--- src/rtl/wb_write_port.sv ---
// wb_write_port: in-order writeback FIFO feeding the register file's single write port.
//   ALU/load producers : *_valid/*_ready/*_rd/*_data; the load wins when only one slot is free
//   register file port : rf_we/rf_rd/rf_wdata, driven straight from the FIFO head entry
//   forwarding         : q_reg -> q_hit/q_data, youngest pending write to q_reg
//   halt/drain         : hlt (sticky once seen), drained once halted and empty; wr_count counts writes
module wb_write_port #(
  parameter int DEPTH = 4,
  parameter int DW = 16,
  parameter int AW = 4
) (
  input  logic          clk,
  input  logic          rst_n,
  input  logic          alu_valid,
  output logic          alu_ready,
  input  logic [AW-1:0] alu_rd,
  input  logic [DW-1:0] alu_data,
  input  logic          mem_valid,
  output logic          mem_ready,
  input  logic [AW-1:0] mem_rd,
  input  logic [DW-1:0] mem_data,
  output logic          rf_we,
  output logic [AW-1:0] rf_rd,
  output logic [DW-1:0] rf_wdata,
  input  logic [AW-1:0] q_reg,
  output logic          q_hit,
  output logic [DW-1:0] q_data,
  input  logic          hlt,
  output logic          drained,
  output logic [15:0]   wr_count
);
  localparam int PW = $clog2(DEPTH);
  localparam logic [PW:0] FULL = (PW+1)'(DEPTH);
  logic [AW-1:0] rd_q [DEPTH];
  logic [DW-1:0] data_q [DEPTH];
  logic [PW-1:0] head, tail, alu_slot, idx;
  logic [PW:0] count, free;
  logic halting, mem_enq, alu_enq, pop;
  assign free = FULL - count;
  assign mem_ready = !halting && |free;
  assign alu_ready = !halting && (|free[PW:1] || (|free && !mem_valid));
  // rd==0 transfers handshake normally but never occupy a slot
  assign mem_enq = mem_valid && mem_ready && |mem_rd;
  assign alu_enq = alu_valid && alu_ready && |alu_rd;
  assign alu_slot = tail + PW'(mem_enq);
  assign pop = |count;
  assign rf_we = pop;
  assign rf_rd = rd_q[head];
  assign rf_wdata = data_q[head];
  // walk oldest to youngest so the last match left standing is the youngest
  always_comb begin
    q_hit = 1'b0;
    q_data = '0;
    idx = '0;
    for (int i = 0; i < DEPTH; i++) begin
      idx = head + PW'(i);
      if ((PW+1)'(i) < count && rd_q[idx] == q_reg && |q_reg) begin
        q_hit = 1'b1;
        q_data = data_q[idx];
      end
    end
  end
  always_ff @(posedge clk or negedge rst_n) begin
    if (!rst_n) begin
      for (int i = 0; i < DEPTH; i++) begin
        rd_q[i] <= '0;
        data_q[i] <= '0;
      end
      head <= '0;
      tail <= '0;
      count <= '0;
      halting <= 1'b0;
      drained <= 1'b0;
      wr_count <= '0;
    end else begin
      if (mem_enq) begin
        rd_q[tail] <= mem_rd;
        data_q[tail] <= mem_data;
      end
      if (alu_enq) begin
        rd_q[alu_slot] <= alu_rd;
        data_q[alu_slot] <= alu_data;
      end
      tail <= alu_slot + PW'(alu_enq);
      head <= head + PW'(pop);
      count <= count + (PW+1)'(mem_enq) + (PW+1)'(alu_enq) - (PW+1)'(pop);
      halting <= halting | hlt;
      drained <= halting && count == '0;
      wr_count <= wr_count + 16'(pop);
    end
  end
endmodule

--- config.mk ---
export PLATFORM = sky130hd
export DESIGN_NAME = wb_write_port
export DESIGN_NICKNAME = d
export VERILOG_FILES = /design/src/rtl/wb_write_port.sv
export SDC_FILE = /design/constraint.sdc
export NUM_CORES = 1
export LEC_CHECK = 0
export BUFFER_PORTS_ARGS = -buffer_cell sky130_fd_sc_hd__clkbuf_2
export CAP_MARGIN = 30
export CORE_ASPECT_RATIO = 0.5
export CORE_UTILIZATION = 59
export CTS_CLUSTER_SIZE = 12
export DETAILED_ROUTE_END_ITERATION = 7
export PLACE_DENSITY_LB_ADDON = 0.15
export SYNTH_ARGS = -nofsm -noshare
export SYNTH_HDL_FRONTEND = slang
export SYNTH_SLANG_ARGS = --single-unit
--- constraint.sdc ---
create_clock -name clk -period 3.9 [get_ports clk]
set_input_delay 0.975 -clock clk [delete_from_list [all_inputs] [get_ports clk]]
set_output_delay 0.975 -clock clk [all_outputs]
set_load 0.01 [all_outputs]
After elaboration in Yosys (flattened, before gate mapping). Cells that the tools add are included.

Bits in registers: 105. Bits of input ports: 49. Logic and storage cells: 124.

Add/subtract/negate cells: 11. Magnitude comparators: 12. Eq/ne operators: 4. Multiplexer cells: 48. Bitwise logic cells: 7. Reduce and logical (&&, ||, !) cells: 28.

Operator list (count): 16-bit 2-to-1 mux (16); 16-bit binary-select mux with 2-bit select (4); 64-bit bitwise mux (2); 64-bit 2-to-1 mux (2); 16-bit demux with 2-bit select (2); 4-bit 2-to-1 mux (10); 4-bit binary-select mux with 2-bit select (4); 16-bit bitwise mux (2); 3-bit greater-or-equal comparator (second input constant) (6); 1-bit logical AND (18); 2-bit NOT with 3-bit output (6); 16-bit by 1-bit adder with 16-bit output (1); 4-bit demux with 2-bit select (2); 4-bit equality test (4); 4-bit OR reduction (3); 2-bit by 1-bit adder with 2-bit output (3); 3-bit by 1-bit adder with 3-bit output (2); 1-bit by 3-bit < comparator with 1-bit output (first input constant) (2); 2-bit by 3-bit < comparator with 1-bit output (first input constant) (2); 3-bit by 1-bit < comparator with 1-bit output (second input constant) (2); 3-bit OR reduction (2); 2-bit adder (second input constant) (2); 1-bit 2-to-1 mux (4); 3-bit zero test (1); other kinds (7) (8).

Depth between registers and ports, before layout. Gate-level depths: netlist of the first run.

Word-level depth: 13. Depth in mapped cells: 12.

Worst setup path before layout of the first run. No wires, ideal clock.

Path kind: input-to-output. Start point: input port q_reg[1]. End point: output port q_data[10]. Arrival: 2.640 ns. Data required time: 2.925 ns. Setup slack: 0.285 ns. Stages: 9. Cell sequence: clkbuf_1 > nor2_1 > a21oi_1 > nand2_1 > or2_1 > clkbuf_1 > clkbuf_1 > a211oi_1 > o311a_1.

Cells in the longest elaborated chain, start to end: 7.

Ends and longest elaborated chain: start: declaration (RTL line 24) `input logic [AW-1:0] q_reg,`; 4-bit equality test (RTL line 56) `if ((PW+1)'(i) < count && rd_q[idx] == q_reg && |q_reg) begin`; 1-bit logical AND (2 in a row) (RTL line 56); 16-bit 2-to-1 mux (3 in a row) (RTL line 56); 16-bit 2-to-1 mux (*) (RTL line 56); end: declaration (RTL line 26) `output logic [DW-1:0] q_data,`.

Mark *: on every way between the ends. The rest lies on a longest branch, timed or not.

Worst setup path after layout of the first run.
Start point: register head[0]. End point: output port q_data[14].

Cells in the longest elaborated chain, start to end: 11.

Ends and longest elaborated chain: start: declaration (RTL line 35) `logic [PW-1:0] head, tail, alu_slot, idx;`; start signal: assignment (RTL line 84) `head <= head + PW'(pop);`; 2-bit by 1-bit adder with 2-bit output / 2-bit NOT with 3-bit output (equally long branches) (RTL line 55, 56, 58); 2-bit NOT with 3-bit output (not written as such) / 4-bit binary-select mux with 2-bit select (equally long branches) (RTL line 56, 58); 4-bit binary-select mux with 2-bit select / 4-bit 2-to-1 mux (equally long branches) (RTL line 56); 4-bit 2-to-1 mux (not written as such) (RTL line 56); 4-bit 2-to-1 mux (not written as such) / 4-bit equality test (equally long branches) (RTL line 56); 4-bit equality test / 1-bit logical AND (equally long branches) (RTL line 56); 1-bit logical AND (RTL line 56); 1-bit logical AND / 16-bit 2-to-1 mux (equally long branches) (RTL line 56); 16-bit 2-to-1 mux (2 in a row) (RTL line 56); 16-bit 2-to-1 mux (*) (RTL line 56).

Mark *: on every way between the ends. The rest lies on a longest branch, timed or not. The select of a mux whose other input is x is not followed.

==> reports/qor.yml, run 1 <==
power_and_ir_drop:
  p_per_area_nw_per_um2: 586
  p_comb_share_pct: 53.2
  switchingPower_mw: 2.09
  pwr-share-seq_pct: 28.4
  sw_frac_of_total_pct: 40.7
  p_leak_nw: 4.29
  p_int_mw: 3.05
  vdd_ir_drop_max_mv: 0.387
  pwr-share-clk_pct: 18.3
job:
  maxCapViolCount: 0
finish:
  drive_above_1_share_pct: 28.9
  area_growth_pct: 17.2
  nets: 965
  fill_cells: 943
  final-seq-area_um2: 2630
  multi_input_area_um2: 4630
  design_area_um2: 8780
  n_antenna_cell: 0
sta:
  holdWs_ns: 0.477
  rsz0062_at_grt: "yes"
  hold_violations: 0
  setup_violations: 16
  setup_ws_ns: -0.0921
  skew_ns: 0.00961
  min_period_ns: 3.99
  tightest_slew_ns: 0.671
  period_share_pct: 102
  clock.fmax_mhz: 250
  slew_headroom_pct: 55.3
  slew_viol_final: 0
place:
  port_buffers: 105
  postPlaceCellArea_um2: 8280
  gp_congestion: 0.936
  dp_hpwl_mm: 13.3
critical_path:
  path_max_fanout: 32
  worst-r2r-setup-slack_ns: 1.12
  cp-end-kind: "primary output"
  crit_type: "reg2out"
  crit_arrival_ns: 3.02
  critPathRequiredTime_ns: 2.92
  critPathLaunchType: "register"
detailed_routing:
  avgRoutedWirePerCell_um: 18.7
  drc: 0
  post_drt_via_cell_ratio: 6.16
  via_count: 6609
  routed_wl_mm: 20.1
  antenna_left: 0
  dr.pass1.iters: 5
  drtIter0Drc: 422
floorplan:
  rows: 28
  pin_count: 106
  die_h_um: 81.7
  die_w_um: 161
  core_um2: 12100
  die_area_um2: 13200
  start_util_pct: 62.0
clock_network:
  cts_tree: "yes"
  clk_latency_ns: 0.35
  clock_path_buffers: 2
  root_buffer: "clkbuf_16"
  clkSinkCount: 105
  clk_pin_slew_worst_paths_ns: 0.08
  numCtsBuffers: 9
  cts_htree_levels: 3
yosys:
  yosysWarnings: 0
  synth.distinct_cells: 43
  synth_ff_type: "dfrtp_1"
  synth_edf_count: 0
  ys_seq_area_share_pct: 35.1
  ys_ff_latch: 105
  synthesis.area_um2: 7490
  syn_avg_cell_area_um2: 9.36
  synthArstFlopShare_pct: 100
  syn_nets: 863
  syn_inst: 801
worst_hold_path:
  hold_path_class: "reg2reg"
grt:
  grt_start_max_net_pins: 65
  grt_antenna_before_repair: 0
  grt.overflow.total: 0
  grtUsageTotal_pct: 31.4
  grt_pass1_vias: 6146
  grt_pass1_wl_mm: 31.7
run_status:
  status: "finished with violations"
  violations: "setup timing"
[synth_stat cells (all sizes together), types with 20 or more instances]
library cell	instances	area, um^2
or2	20	125
dfrtp	105	2630
nand2	122	458
clkbuf	33	124
mux2	33	372
xnor2	24	218
buf	29	168
mux2i	116	1160
nand3	25	130
nor2	39	146
o21ai	96	480
[layout by cell type, fill, tap and decap left out, types with 2 or more instances in the layout]
master      instances
nand2_1           122
mux2i_1           116
dfrtp_1           103
clkbuf_2           98
o21ai_0            96
buf_4              40
nor2_1             39
mux2_2             33
nand3_1            24
xnor2_1            23
a21oi_1            18
or2_2              18
a211oi_1           16
a21o_1             16
o311a_1            16
mux4_2             14
ha_1               12
nor3b_2            11
xor2_1             10
clkbuf_16           9
inv_1               7
and3_1              7
buf_2               6
buf_12              5
nand4_1             4
nor3b_1             4
nor3_2              3
nand3b_1            3
buf_6               3
or4_1               2
and2_1              2
or3_4               2
clkinvlp_4          2
[area by class of cell]
class | count | area share [%]
inverter | 9 | 0.385
sequential | 105 | 30.0
multi-input combinational | 625 | 52.8
clock buffer | 9 | 2.56
timing repair buffer | 153 | 11.0
tap | 165 | 2.35
clock inverter | 7 | 0.898
[kinds of logic after synthesis]
kind of cell             synth area share, %
AO/OA/AOI/OAI                           14.2
XOR/XNOR                                4.07
adder cells (fa/ha/maj)                 2.27
buffers and inverters                   4.34
flip-flops                              35.1
multiplexers                            24.7
AND/OR/NAND/NOR                         15.4
[flip-flops by register name, summed over array words and instances, names as in the netlist]
name      cells
head          2
data_q       64
halting       1
rd_q         16
wr_count     16
count         3
drained       1
tail          2
[worst max-delay path, cell delays in order (launching register included)]
cell and delay, ns:
dfrtp_2 0.43, buf_4 0.15, buf_4 0.15, mux4_2 0.32, or3_4 0.40, a211oi_4 0.22
o2111ai_2 0.18, buf_4 0.30, a21o_1 0.20, o311a_1 0.14, buf_2 0.15
[what timing repair did]
action                     in CTS  in global routing
resized for setup              12                 16
setup endpoints to repair      17                 17
buffers inserted               10                  0
hold buffers                    0                  0
pin swaps                       3                  0
[routing by layer]
| layer | vias to the layer above | part of all wire, % | GRT usage, % |
|---|---|---|---|
| li1 | 3071 | - | - |
| met1 | 3257 | 45 | 42.1 |
| met2 | 246 | 47 | 51.9 |
| met3 | 35 | 6.6 | 6.26 |
| met4 | 0 | 1.7 | 9.72 |
| met5 | - | 0 | 0 |
[final timing paths]
check	start	endpoint	cells past startpoint
worst max register to register	count[0]	rd_q[2]	11
worst max-delay path	head[0]	q_data[14]	10
min in group asynchronous	rst_n	wr_count[4]	1
max in group asynchronous	rst_n	wr_count[14]	2
worst min-delay path	wr_count[15]	wr_count[15]	1
worst min register to register	wr_count[15]	wr_count[15]	1
[metrics by stage]
step           setup WS, ns  utilization (%)  power [mW]  TNS, ns  std cells
2_1_floorplan         0.285                -        3.32        0        801
3_3_place_gp         -0.161             68.4        3.97   -0.827       1046
3_5_place_dp        -0.0302             68.5        4.06  -0.0648       1047
4_1_cts             -0.0736             72.2        5.11   -0.939       1073
5_1_grt              -0.205             72.7        5.47    -2.91       1073
6_report            -0.0921             72.7        5.14    -1.03       1073
[power groups by stage]
stage | registers (mW) | logic [mW] | clock network (mW)
after floorplan | 1.44 | 1.88 | 0
after global placement | 1.48 | 2.49 | 0
after detailed placement | 1.50 | 2.56 | 0
after CTS | 1.46 | 2.69 | 0.956
after global routing | 1.49 | 2.98 | 0.998
final | 1.46 | 2.74 | 0.944
Power figures use the tool's default switching activity.
==> run 2, diff against run 1 <==
- SKIP_CTS_REPAIR_TIMING: default -> 1
- clock period: 3.9 -> 4 ns (I/O delays scaled with it)
==> reports/qor.yml, run 2 (synthesized netlist as in run 1, its figures left out) <==
place:
  gp_congestion: 0.911
  pre_cts_slack_ns: 0.221
  postPlaceCellArea_um2: 8190
  dp_hpwl_mm: 13.0
  dp_cells: 1032
  port_buffers: 105
grt:
  grt.overflow.total: 0
  grt_pass1_wl_mm: 31.9
  grt_antenna_before_repair: 0
  grt_pass1_vias: 6175
  grt_start_max_net_pins: 66
  grtUsageMet3_pct: 7.02
  grt.busiest_layer: "met2"
  grtUsageMet2_pct: 51.2
  grtUsageTotal_pct: 31.2
  use_met1_pct: 42.0
critical_path:
  crit_type: "reg2out"
  path_cells: "buf_12, mux4_2, or3_4, a211oi_4, o211ai_2, buf_12, nor3b_1, o311a_1, clkbuf_2"
  crit_buf_inv: 3
  cp-end-kind: "primary output"
  critPathRequiredTime_ns: 3.00
  crit_top_cell: "buf_12"
  cp_slowest_cell: "dfrtp_4"
  crit_arrival_ns: 2.98
  path_max_fanout: 17
  rr_startpoint: "count[0]"
  critPathLaunchType: "register"
  critPathTopFamily: "compound AO/OA/AOI/OAI gates"
  crit_start: "head[0]"
  critPathMaxStageDelay_ns: 0.50
run_status:
  status: "complete, no violations"
finish:
  fin_util_pct: 72.1
  largest_register: "data_q"
  drive_above_1_share_pct: 27.4
  layout_common_cells: "nand2_1, mux2i_1, clkbuf_2"
  design_area_um2: 8710
  largest_register_ffs: 64
  area_growth_pct: 16.2
  mostFrequentLayoutCell: "nand2_1"
  reg_top3: "data_q (64), rd_q (16), wr_count (16)"
  nets: 961
  finalNonFillerCells: 1069
  n_antenna_cell: 0
power_and_ir_drop:
  p_per_area_nw_per_um2: 569
  finalPower_mw: 4.96
  vdd_ir_drop_max_mv: 0.358
  p_leak_nw: 4.26
sta:
  period_share_pct: 99.6
  clock.fmax_mhz: 251
  slew_viol_final: 0
  min_period_ns: 3.98
  slew_headroom_pct: 34.5
  tns_ns: 0
  setup_violations: 0
  setup_ws_ns: 0.0174
  skew_ns: 0.00778
  hold_violations: 0
  rsz0062_at_grt: "yes"
  holdWs_ns: 0.475
  tightest_slew_ns: 0.977
clock_network:
  clk_latency_ns: 0.35
  clk_pin_slew_worst_paths_ns: 0.07
  cts_htree_levels: 3
  cts_tree: "yes"
  clkSinkCount: 105
  root_buffer: "clkbuf_16"
  clock_path_buffers: 2
  numCtsBuffers: 9
floorplan:
  die_w_um: 161
  core_um2: 12100
  pin_count: 106
  rows: 28
  start_util_pct: 62.0
  die_area_um2: 13200
  die_h_um: 81.7
detailed_routing:
  drc: 0
  routed_wl_mm: 20.0
  dr.pass1.iters: 5
  avgRoutedWirePerCell_um: 18.7
  drtIter0Drc: 423
  via_count: 6446
  antenna_left: 0
  post_drt_via_cell_ratio: 6.03
worst_hold_path:
  hold_path_class: "reg2reg"
  hp-start: "wr_count[15]"
job:
  maxCapViolCount: 0
-- run 2: cell types whose count changed in the layout (fill, tap and decap cells not counted), sizes merged --
cell	delta
clkinvlp	-2
clkbuf	+10
bufinv	-1
buf	-11
-- run 2: worst paths after layout --
check | endpoint | slack (ns) | depth (start not counted)
setup / recovery | q_data[14] | 0.02 | 9
hold / removal | wr_count[15] | 0.48 | 1
setup reg to reg | data_q[0] | 1.26 | 11
hold reg to reg | wr_count[15] | 0.48 | 1
max in group asynchronous | data_q[8] | 2.55 | 2
min in group asynchronous | data_q[38] | 0.67 | 1
-- run 2: layer usage --
metal  wire length (um)  up-vias
li1                   -     3045
met3               1270       33
met2               9140      222
met5                  0        -
met1               9200     3146
met4                404        0
-- run 2: cell type report --
| class | count | area, um^2 |
|---|---|---|
| multi-input combinational | 625 | 4610 |
| fill | 927 | 3380 |
| sequential | 105 | 2640 |
| timing repair buffer | 149 | 943 |
| clock buffer | 12 | 246 |
| tap | 165 | 206 |
| clock inverter | 4 | 35.0 |
| inverter | 9 | 33.8 |
-- run 2: worst reg2reg max path, delay by kind of cell, from the launching register on --
kind | cells | cell delay [ns]
and+or+nand+nor | 3 | 0.51
adders and majority gates | 3 | 0.65
buffers and inverters | 3 | 0.63
DFF | 1 | 0.36
AOI/OAI and AO/OA | 1 | 0.22
xor gates and xnor gates | 1 | 0.23
-- run 2: where the power goes --
group	internal, mW	leakage, nW	total (mW)	switching (mW)
combinational	1.23	2.73	2.67	1.44
clock	0.447	0.138	0.855	0.408
sequential	1.25	1.39	1.43	0.180
==> run 3, diff against run 2 <==
- clock period: 4 -> 4.2 ns (I/O delays scaled with it)
==> reports/qor.yml, run 3 (synthesized netlist as in run 1, its figures left out) <==
sta:
  holdWs_ns: 0.484
  min_period_ns: 4.12
  setup_ws_ns: 0.0763
  setup_violations: 0
  slew_viol_final: 0
  tightest_slew_ns: 0.961
  period_share_pct: 98.2
  clock.fmax_mhz: 243
  hold_violations: 0
  slew_headroom_pct: 36.0
  rsz0062_at_grt: "no"
  skew_ns: 0.00866
  tns_ns: 0
critical_path:
  cp-end-kind: "primary output"
  critPathRequiredTime_ns: 3.15
  crit_arrival_ns: 3.07
  crit_type: "reg2out"
  regToRegEndpoint: "data_q[46]"
  path_max_fanout: 11
  r2r_cells: 11
  crit_path_end: "q_data[2]"
  rr_startpoint: "count[0]"
  critPathLaunchType: "register"
  crit_start: "head[1]"
  worst-r2r-setup-slack_ns: 1.50
worst_hold_path:
  hp-start: "wr_count[15]"
  hold_path_class: "reg2reg"
run_status:
  status: "complete, no violations"
detailed_routing:
  antenna_left: 0
  avgRoutedWirePerCell_um: 18.5
  drtIter0Drc: 402
  post_drt_via_cell_ratio: 6.04
  drc: 0
  dr.pass1.iters: 5
  via_count: 6386
  routed_wl_mm: 19.5
grt:
  grt_start_max_net_pins: 66
  grt_pass1_vias: 6006
  grt.overflow.total: 0
  grt_pass1_wl_mm: 31.2
  grtUsageTotal_pct: 30.7
  grt_antenna_before_repair: 0
job:
  maxCapViolCount: 0
clock_network:
  numCtsBuffers: 9
  clk_pin_slew_worst_paths_ns: 0.07
  cts_tree: "yes"
  clock_path_buffers: 2
  clk_latency_ns: 0.35
  clkSinkCount: 105
  cts_htree_levels: 3
  root_buffer: "clkbuf_16"
finish:
  mostFrequentLayoutCell: "nand2_1"
  design_area_um2: 8600
  nets: 950
  n_antenna_cell: 0
  layout_common_cells: "nand2_1, mux2i_1, clkbuf_2"
  reg_top3: "data_q (64), rd_q (16), wr_count (16)"
  drive_above_1_share_pct: 26.4
  largest_register: "data_q"
  area_growth_pct: 14.8
  largest_register_ffs: 64
place:
  pre_cts_slack_ns: 0.137
  gp_congestion: 0.937
  port_buffers: 105
  dp_hpwl_mm: 13.0
  postPlaceCellArea_um2: 8170
power_and_ir_drop:
  vdd_ir_drop_max_mv: 0.399
  p_leak_nw: 4.21
  p_per_area_nw_per_um2: 543
floorplan:
  die_h_um: 81.7
  start_util_pct: 62.0
  pin_count: 106
  rows: 28
  die_w_um: 161
  core_um2: 12100
  die_area_um2: 13200
-- run 3: layout make-up --
class	instances	area, um^2
Fill cell	941	3490
Timing Repair Buffer	138	855
Sequential cell	105	2630
Multi-Input combinational cell	625	4570
Inverter	9	33.8
Clock inverter	4	35.0
Clock buffer	12	267
Tap cell	165	206
-- run 3: worst min-delay path by stage --
| stage | end | cells after the start |
|---|---|---|
| global route | wr_count[15] | 1 |
| detailed placement | wr_count[15] | 1 |
| global placement | wr_count[15] | 1 |
| finish | wr_count[15] | 1 |
| CTS | wr_count[15] | 1 |
| floorplan | count[0] | 1 |
-- run 3: worst max-delay path, cell delays in order, from the launching register on --
cell and delay [ns]:
dfrtp_4 0.48, mux4_2 0.56, or3_1 0.39, a211oi_2 0.23
o2111ai_2 0.23, o41ai_4 0.20, buf_6 0.26, o311a_1 0.22
clkbuf_2 0.15
-- run 3: metal layers --
metal | wire length [um] | track usage, % | share of wire (%)
met1 | 9080 | 41.2 | 46
met5 | 0 | 0 | 0
met3 | 1270 | 6.16 | 6.5
met2 | 9010 | 52.0 | 46
met4 | 175 | 7.26 | 0.90
-- run 3: through the flow --
stage / power [mW] / util (%) / std cells
2_1_floorplan: 3.08 / - / 801
3_3_place_gp: 3.62 / 67.5 / 1033
3_5_place_dp: 3.69 / 67.6 / 1034
4_1_cts: 4.55 / 70.1 / 1050
5_1_grt: 4.97 / 71.1 / 1058
6_report: 4.67 / 71.1 / 1058
-- run 3: power breakdown --
part	internal, mW	total, mW	switching (mW)
combinational	1.12	2.45	1.33
clock	0.457	0.853	0.396
sequential	1.19	1.36	0.176
